**config.mk**
```make
export PLATFORM = sky130hd
export DESIGN_NAME = axi2mem
export DESIGN_NICKNAME = d
export VERILOG_FILES = /design/src/rtl/axi_pkg.sv /design/src/rtl/axi_addr_gen.sv /design/src/rtl/axi2mem.sv
export SDC_FILE = /design/constraint.sdc
export NUM_CORES = 1
export LEC_CHECK = 0
export BUFFER_PORTS_ARGS = -buffer_cell sky130_fd_sc_hd__buf_2
export CAP_MARGIN = 5
export CORE_AREA = 2 2 169 171
export DETAILED_ROUTE_END_ITERATION = 8
export DIE_AREA = 0 0 171 173
export GPL_ROUTABILITY_DRIVEN = 0
export SLEW_MARGIN = 15
export SYNTH_ARGS = -nofsm -noshare
export SYNTH_HDL_FRONTEND = slang
export SYNTH_SLANG_ARGS = --single-unit
```
**constraint.sdc**
```tcl
create_clock -name clk -period 3.9 [get_ports clk]
set_input_delay 0.78 -clock clk [delete_from_list [all_inputs] [get_ports clk]]
set_output_delay 0.78 -clock clk [all_outputs]
set_load 0.005 [all_outputs]
```
**src/rtl/axi_pkg.sv**
```systemverilog
// Shared AXI definitions used by the AXI slave responder and the AXI master bridge.
package axi_pkg;

    localparam int unsigned AXI_LEN_W   = 8;
    localparam int unsigned AXI_SIZE_W  = 3;
    localparam int unsigned AXI_BURST_W = 2;
    localparam int unsigned AXI_RESP_W  = 2;

    localparam logic [AXI_BURST_W-1:0] BURST_FIXED = 2'b00;
    localparam logic [AXI_BURST_W-1:0] BURST_INCR  = 2'b01;
    localparam logic [AXI_BURST_W-1:0] BURST_WRAP  = 2'b10;
    localparam logic [AXI_BURST_W-1:0] BURST_RSVD  = 2'b11;

    localparam logic [AXI_RESP_W-1:0] RESP_OKAY   = 2'b00;
    localparam logic [AXI_RESP_W-1:0] RESP_SLVERR = 2'b10;

    // Responder FSM states
    typedef enum logic [2:0] {
        ST_IDLE    = 3'd0,
        ST_RD_MEM  = 3'd1,
        ST_RD_WAIT = 3'd2,
        ST_RD_RESP = 3'd3,
        ST_WR_DATA = 3'd4,
        ST_WR_RESP = 3'd5
    } axi_state_e;

    // Burst shape latched from an AW/AR handshake
    typedef struct packed {
        logic [AXI_LEN_W-1:0]   len;
        logic [AXI_SIZE_W-1:0]  size;
        logic [AXI_BURST_W-1:0] burst;
    } ax_ctrl_t;

    // WRAP bursts are only legal for 2, 4, 8 or 16 beats
    function automatic logic wrap_len_ok(input logic [AXI_LEN_W-1:0] len);
        return (len == 8'd1) || (len == 8'd3) || (len == 8'd7) || (len == 8'd15);
    endfunction

endpackage

```
**src/rtl/axi_addr_gen.sv**
```systemverilog
// Next-beat address calculation for FIXED/INCR/WRAP bursts plus illegal-burst detection.
module axi_addr_gen
    import axi_pkg::*;
#(
    parameter int unsigned ADDR_W   = 32,
    parameter int unsigned MAX_SIZE = 3
) (
    input  logic [ADDR_W-1:0] addr_i,
    input  ax_ctrl_t          ctrl_i,
    output logic [ADDR_W-1:0] next_addr_o,
    output logic              err_o
);

    logic [ADDR_W-1:0] step;
    logic [ADDR_W-1:0] wrap_bytes;
    logic [ADDR_W-1:0] wrap_mask;
    logic [ADDR_W-1:0] incr_addr;

    // Address step, wrap window and the advanced address for every burst type
    always_comb begin
        step        = ADDR_W'(1) << ctrl_i.size;
        wrap_bytes  = ADDR_W'({1'b0, ctrl_i.len} + 9'd1) << ctrl_i.size;
        wrap_mask   = wrap_bytes - ADDR_W'(1);
        incr_addr   = addr_i + step;
        next_addr_o = addr_i;
        case (ctrl_i.burst)
            BURST_FIXED: next_addr_o = addr_i;
            BURST_INCR:  next_addr_o = incr_addr;
            BURST_WRAP:  next_addr_o = (addr_i & ~wrap_mask) | (incr_addr & wrap_mask);
            default:     next_addr_o = addr_i;
        endcase
    end

    // Reserved burst, oversize beat or illegal WRAP length
    always_comb begin
        err_o = (ctrl_i.burst == BURST_RSVD)
             || (ctrl_i.size > AXI_SIZE_W'(MAX_SIZE))
             || ((ctrl_i.burst == BURST_WRAP) && !wrap_len_ok(ctrl_i.len));
    end

endmodule

```
**src/rtl/axi2mem.sv**
```systemverilog
// AXI4 slave responder: serves one read or write burst at a time from a
// single-port synchronous memory, one memory access per beat.
module axi2mem
    import axi_pkg::*;
#(
    parameter int unsigned ADDR_W = 32,
    parameter int unsigned DATA_W = 64,
    parameter int unsigned ID_W   = 4
) (
    input  logic                  clk,
    input  logic                  rst_n,
    // write address
    input  logic                  awvalid,
    output logic                  awready,
    input  logic [ID_W-1:0]       awid,
    input  logic [ADDR_W-1:0]     awaddr,
    input  logic [7:0]            awlen,
    input  logic [2:0]            awsize,
    input  logic [1:0]            awburst,
    // write data
    input  logic                  wvalid,
    output logic                  wready,
    input  logic [DATA_W-1:0]     wdata,
    input  logic [DATA_W/8-1:0]   wstrb,
    input  logic                  wlast,
    // write response
    output logic                  bvalid,
    input  logic                  bready,
    output logic [ID_W-1:0]       bid,
    output logic [1:0]            bresp,
    // read address
    input  logic                  arvalid,
    output logic                  arready,
    input  logic [ID_W-1:0]       arid,
    input  logic [ADDR_W-1:0]     araddr,
    input  logic [7:0]            arlen,
    input  logic [2:0]            arsize,
    input  logic [1:0]            arburst,
    // read data
    output logic                  rvalid,
    input  logic                  rready,
    output logic [ID_W-1:0]       rid,
    output logic [DATA_W-1:0]     rdata,
    output logic [1:0]            rresp,
    output logic                  rlast,
    // memory port
    output logic                  mem_req,
    output logic                  mem_we,
    output logic [ADDR_W-1:0]     mem_addr,
    output logic [DATA_W-1:0]     mem_wdata,
    output logic [DATA_W/8-1:0]   mem_wstrb,
    input  logic [DATA_W-1:0]     mem_rdata
);

    localparam int unsigned STRB_W   = DATA_W / 8;
    localparam int unsigned LANE_LSB = $clog2(STRB_W);

    axi_state_e              state_q, state_d;
    logic [ID_W-1:0]         id_q, id_d;
    logic [ADDR_W-1:0]       addr_q, addr_d;
    ax_ctrl_t                ctrl_q, ctrl_d;
    logic [AXI_LEN_W-1:0]    cnt_q, cnt_d;
    logic                    werr_q, werr_d;
    logic [DATA_W-1:0]       rdata_q, rdata_d;
    logic [ID_W-1:0]         rid_q, rid_d;
    logic [AXI_RESP_W-1:0]   rresp_q, rresp_d;
    logic                    rlast_q, rlast_d;
    logic [ID_W-1:0]         bid_q, bid_d;
    logic [AXI_RESP_W-1:0]   bresp_q, bresp_d;

    logic [ADDR_W-1:0]       addr_next;
    logic                    xfer_err;
    logic                    last_beat;
    logic                    wlast_bad;

    axi_addr_gen #(
        .ADDR_W   (ADDR_W),
        .MAX_SIZE (LANE_LSB)
    ) u_addr_gen (
        .addr_i      (addr_q),
        .ctrl_i      (ctrl_q),
        .next_addr_o (addr_next),
        .err_o       (xfer_err)
    );

    assign last_beat = (cnt_q == ctrl_q.len);
    assign wlast_bad = (wlast != last_beat);

    // Memory address is beat-aligned; write payload passes straight through
    assign mem_addr  = {addr_q[ADDR_W-1:LANE_LSB], {LANE_LSB{1'b0}}};
    assign mem_wdata = wdata;
    assign mem_wstrb = wstrb;

    // Response payloads come from holding registers so they stay put under back-pressure
    assign rdata = rdata_q;
    assign rid   = rid_q;
    assign rresp = rresp_q;
    assign rlast = rlast_q;
    assign bid   = bid_q;
    assign bresp = bresp_q;

    // State and holding registers
    always_ff @(posedge clk) begin
        if (!rst_n) begin
            state_q <= ST_IDLE;
            id_q    <= '0;
            addr_q  <= '0;
            ctrl_q  <= '0;
            cnt_q   <= '0;
            werr_q  <= 1'b0;
            rdata_q <= '0;
            rid_q   <= '0;
            rresp_q <= RESP_OKAY;
            rlast_q <= 1'b0;
            bid_q   <= '0;
            bresp_q <= RESP_OKAY;
        end else begin
            state_q <= state_d;
            id_q    <= id_d;
            addr_q  <= addr_d;
            ctrl_q  <= ctrl_d;
            cnt_q   <= cnt_d;
            werr_q  <= werr_d;
            rdata_q <= rdata_d;
            rid_q   <= rid_d;
            rresp_q <= rresp_d;
            rlast_q <= rlast_d;
            bid_q   <= bid_d;
            bresp_q <= bresp_d;
        end
    end

    // Next-state, handshake and memory-strobe logic
    always_comb begin
        state_d = state_q;
        id_d    = id_q;
        addr_d  = addr_q;
        ctrl_d  = ctrl_q;
        cnt_d   = cnt_q;
        werr_d  = werr_q;
        rdata_d = rdata_q;
        rid_d   = rid_q;
        rresp_d = rresp_q;
        rlast_d = rlast_q;
        bid_d   = bid_q;
        bresp_d = bresp_q;
        awready = 1'b0;
        arready = 1'b0;
        wready  = 1'b0;
        rvalid  = 1'b0;
        bvalid  = 1'b0;
        mem_req = 1'b0;
        mem_we  = 1'b0;

        case (state_q)
            ST_IDLE: begin
                if (awvalid) begin
                    // writes win when both channels present an address
                    awready      = 1'b1;
                    id_d         = awid;
                    addr_d       = awaddr;
                    ctrl_d.len   = awlen;
                    ctrl_d.size  = awsize;
                    ctrl_d.burst = awburst;
                    cnt_d        = '0;
                    werr_d       = 1'b0;
                    state_d      = ST_WR_DATA;
                end else if (arvalid) begin
                    arready      = 1'b1;
                    id_d         = arid;
                    addr_d       = araddr;
                    ctrl_d.len   = arlen;
                    ctrl_d.size  = arsize;
                    ctrl_d.burst = arburst;
                    cnt_d        = '0;
                    state_d      = ST_RD_MEM;
                end
            end

            ST_RD_MEM: begin
                mem_req = !xfer_err;
                state_d = ST_RD_WAIT;
            end

            ST_RD_WAIT: begin
                rdata_d = xfer_err ? '0 : mem_rdata;
                rid_d   = id_q;
                rresp_d = xfer_err ? RESP_SLVERR : RESP_OKAY;
                rlast_d = last_beat;
                state_d = ST_RD_RESP;
            end

            ST_RD_RESP: begin
                rvalid = 1'b1;
                if (rready) begin
                    rlast_d = 1'b0;
                    if (last_beat) begin
                        state_d = ST_IDLE;
                    end else begin
                        addr_d  = addr_next;
                        cnt_d   = cnt_q + AXI_LEN_W'(1);
                        state_d = ST_RD_MEM;
                    end
                end
            end

            ST_WR_DATA: begin
                wready = 1'b1;
                if (wvalid) begin
                    mem_req = !xfer_err;
                    mem_we  = !xfer_err;
                    if (wlast_bad) begin
                        werr_d = 1'b1;
                    end
                    if (last_beat) begin
                        bid_d   = id_q;
                        bresp_d = (xfer_err || werr_q || wlast_bad) ? RESP_SLVERR : RESP_OKAY;
                        state_d = ST_WR_RESP;
                    end else begin
                        addr_d = addr_next;
                        cnt_d  = cnt_q + AXI_LEN_W'(1);
                    end
                end
            end

            ST_WR_RESP: begin
                bvalid = 1'b1;
                if (bready) begin
                    state_d = ST_IDLE;
                end
            end

            default: begin
                state_d = ST_IDLE;
            end
        endcase
    end

endmodule

```
==> qor.yml <==
layout:
  drive_gt1_share_pct: 29.3
  stdcell_count: 1726
  fin_util_pct: 39.0
  final_area_mm2: 0.0108
  layout-area-overhead-vs-synth_pct: 17.9
  fin_nets: 1590
worst_hold_path:
  min_path_cells: 2
  hold_start: "rdata[21]"
  hold_class: "reg -> reg"
  hold_end: "rdata[21]"
clock_network:
  path_clk_slew_ns: 0.07
  post_cts_buffers: 0
  numCtsBuffers: 17
  cts_max_path_buffers: 2
  cts-hold-fix-buffers: 0
  cts_max_level: 4
  cts_root_buffer: "clkbuf_16"
  cts_num_sinks: 136
  ctsResizeCount: 0
  tritoncts: "yes"
  clk_latency_ns: 0.43
setup_path:
  reg2reg_depth: 14
  path_class: "reg -> reg"
  worstPathArrival_ns: 3.91
  crit_top_cell: "nor2_1"
  cp.required_ns: 4.20
  crit_slowest_cell: "or3_4"
  ff2ff_setup_slack_ns: 0.29
  cp_max_fo: 9
  critPathCaptureType: "flop"
  cp_slowest_stage_delay_ns: 0.45
  path_cells: "ha_2, and4_4, and3_1, nor4_1, o31a_1, or4_1, or3_4, nor3_1, ha_1, nor2_1, nor4_2, o21ai_0, a22oi_1, nor2_1"
  r2r_start: "ctrl_q[5]"
  worstSetupStartpointType: "flop"
route:
  dr_wl_met3_um: 1980
  drtIter0Drc: 527
  viasPerCell: 5.20
  drc: 0
  first_pass_iters: 6
  wl_met1_um: 13200
  dr_total_vias: 8976
  wl_met2_um: 14000
  routedWlPerCell_um: 17.4
  top_layer: "met5"
  antenna_left: 0
  wl_um: 30000
power:
  combPwrFrac_pct: 54.8
  seqPwrFrac_pct: 25.7
  clockPowerShare_pct: 19.5
  ir_drop_mv: 0.346
  power_density_mw_per_mm2: 775
  p_int_mw: 4.46
  power.leakage_nw: 4.60
  p_sw_share_pct: 46.6
  switchingPower_mw: 3.89
logic_synthesis:
  synth_mux_area_share_pct: 6.12
  yosys_warnings: 0
  synth-seq-area-share_pct: 29.8
  synth_ff_type: "dfxtp_1"
  synth_seq_cells: 136
  synth_compound_gate_area_share_pct: 21.7
  avgSynthCellArea_um2: 7.70
  synthArstFlopShare_pct: 0
  synth_fa_ha_area_share_pct: 2.00
  yosys.area.top_type: "dfxtp_1"
  ys_types: 79
  yosys.cell_count.top_type: "dfxtp_1"
  yosys-top-cells-count: "dfxtp_1 (136), nand2_1 (129), a21oi_1 (118), buf_4 (111), nor2_1 (93)"
  synth_xor_area_share_pct: 3.37
  synth.top_cell.area_share_pct: 29.8
  synth_top_family_by_area: "simple AND/OR/NAND/NOR gates"
  syn_area_mm2: 0.00914
  synth_cells: 1187
  synth-edff-count: 0
  synthSimpleGateAreaFrac_pct: 22.8
  synth_area_leaders: "dfxtp_1 (30%), buf_4 (9.1%), a21oi_1 (6.5%)"
die:
  die_w_um: 171
  fp.dieH_um: 173
  die-area_mm2: 0.0296
  start_util_pct: 33.1
  fp.coreArea_mm2: 0.0276
  ios: 430
  core.rowCount: 61
place:
  io_buffers: 280
  place_area_mm2: 0.0102
  dp_cells: 1693
  place_hpwl_um: 22400
sta:
  hold_ws_ns: 0.446
  final_hold_viol_count: 0
  fin_setup_tns_ns: 0
  fin_crit_sh_pct: 92.7
  min_period_ns: 3.61
  worst_pin_slew_ns: 0.990
  finClkSkew_ns: 0.0120
  setup-violations-final: 0
  drv_slew: 0
  slew-limit-headroom_pct: 34.0
  max_clock_freq_mhz: 277
  grt_setup_unrepaired: "no"
global_routing:
  grt_pass1_wl_um: 46700
  grt_pass1_vias: 8478
  grt_usage_pct: 19.8
  antenna_found_initial: 2
  grt_max_degree: 77
  grt_overflow: 0
run_status:
  status: "finished, final reports clean"
flow_run:
  max_cap_viol_count: 0
==> kinds of logic after synthesis <==
kind of cell,Yosys count
other cells,1
mux,55
simple gates,429
xor+xnor,33
fa+ha+maj,14
buf+inv,219
compound gates,300
flops,136
==> power groups by stage <==
| stage | Clock [mW] | Combinational, mW | Sequential [mW] |
|---|---|---|---|
| floorplan | 0 | 3.55 | 1.98 |
| global placement | 0 | 4.48 | 2.16 |
| detailed placement | 0 | 4.53 | 2.16 |
| CTS | 1.66 | 4.55 | 2.13 |
| global route | 1.74 | 5.08 | 2.21 |
| finish | 1.62 | 4.58 | 2.14 |
==> per-stage QoR <==
stage,power (mW),setup slack [ns]
after floorplan,5.53,0.295
after global placement,6.64,0.132
after detailed placement,6.70,0.0899
after CTS,8.35,0.0743
after global routing,9.03,0.00457
final,8.34,0.285
==> how the worst max path moves through the flow <==
stage,startpoint,to,slack [ns],depth (start not counted)
6_report,ctrl_q[5],flop,0.29,14
5_1_grt,ctrl_q[7],flop,0.005,13
4_1_cts,ctrl_q[5],flop,0.07,14
3_5_place_dp,ctrl_q[5],flop,0.09,14
3_3_place_gp,ctrl_q[5],flop,0.13,14
2_1_floorplan,ctrl_q[4],flop,0.29,15
==> layout make-up <==
type / count / area (µm²)
sequential: 136 / 2730
antenna: 1 / 2.50
inverter: 21 / 80.1
clock buffer: 17 / 425
clock inverter: 15 / 156
multi-input combinational: 836 / 5170
timing repair buffer: 322 / 1730
tap: 378 / 473
fill: 2911 / 16900
==> per-layer routing <==
layer  vias up  global-route usage (%)
li1       4433                       -
met3        71                    4.33
met1      4150                    25.5
met2       320                    32.4
met4         2                    7.03
met5         -                       0
==> worst max-delay path: cells and delay by family (launching register included) <==
family | cells | cell delay (ns)
AOI/OAI and AO/OA | 3 | 0.59
adders and majority gates | 2 | 0.47
DFF | 1 | 0.42
and+or+nand+nor | 9 | 2.02
==> layout by cell type, fill, tap and decap left out, types with 5 or more instances in the layout <==
master | Yosys | routed
o21a_1 | 5 | 5
nand4b_1 | 5 | 5
nor2b_1 | 9 | 9
or4_1 | 7 | 7
nand2b_1 | 10 | 10
nand4_1 | 7 | 7
nor4b_1 | 5 | 5
o211ai_1 | 12 | 12
mux2i_1 | 48 | 48
a31oi_1 | 9 | 9
dfxtp_1 | 136 | 134
or3_1 | 6 | 5
a211oi_1 | 40 | 40
inv_1 | 20 | 20
ha_1 | 13 | 12
buf_4 | 111 | 42
clkbuf_16 | 0 | 17
o221ai_1 | 6 | 6
and3_1 | 10 | 10
nor3_1 | 17 | 16
nor4_1 | 10 | 9
mux2_2 | 7 | 7
conb_1 | 1 | 5
and2_1 | 7 | 6
o21ai_0 | 42 | 42
nor2_1 | 93 | 92
xor2_1 | 16 | 16
nand3_1 | 89 | 89
a21o_1 | 7 | 7
buf_2 | 11 | 279
nand3b_1 | 5 | 5
a21oi_1 | 118 | 117
xnor2_1 | 16 | 16
nand2_1 | 129 | 128
(Power assumes the default switching activity.)
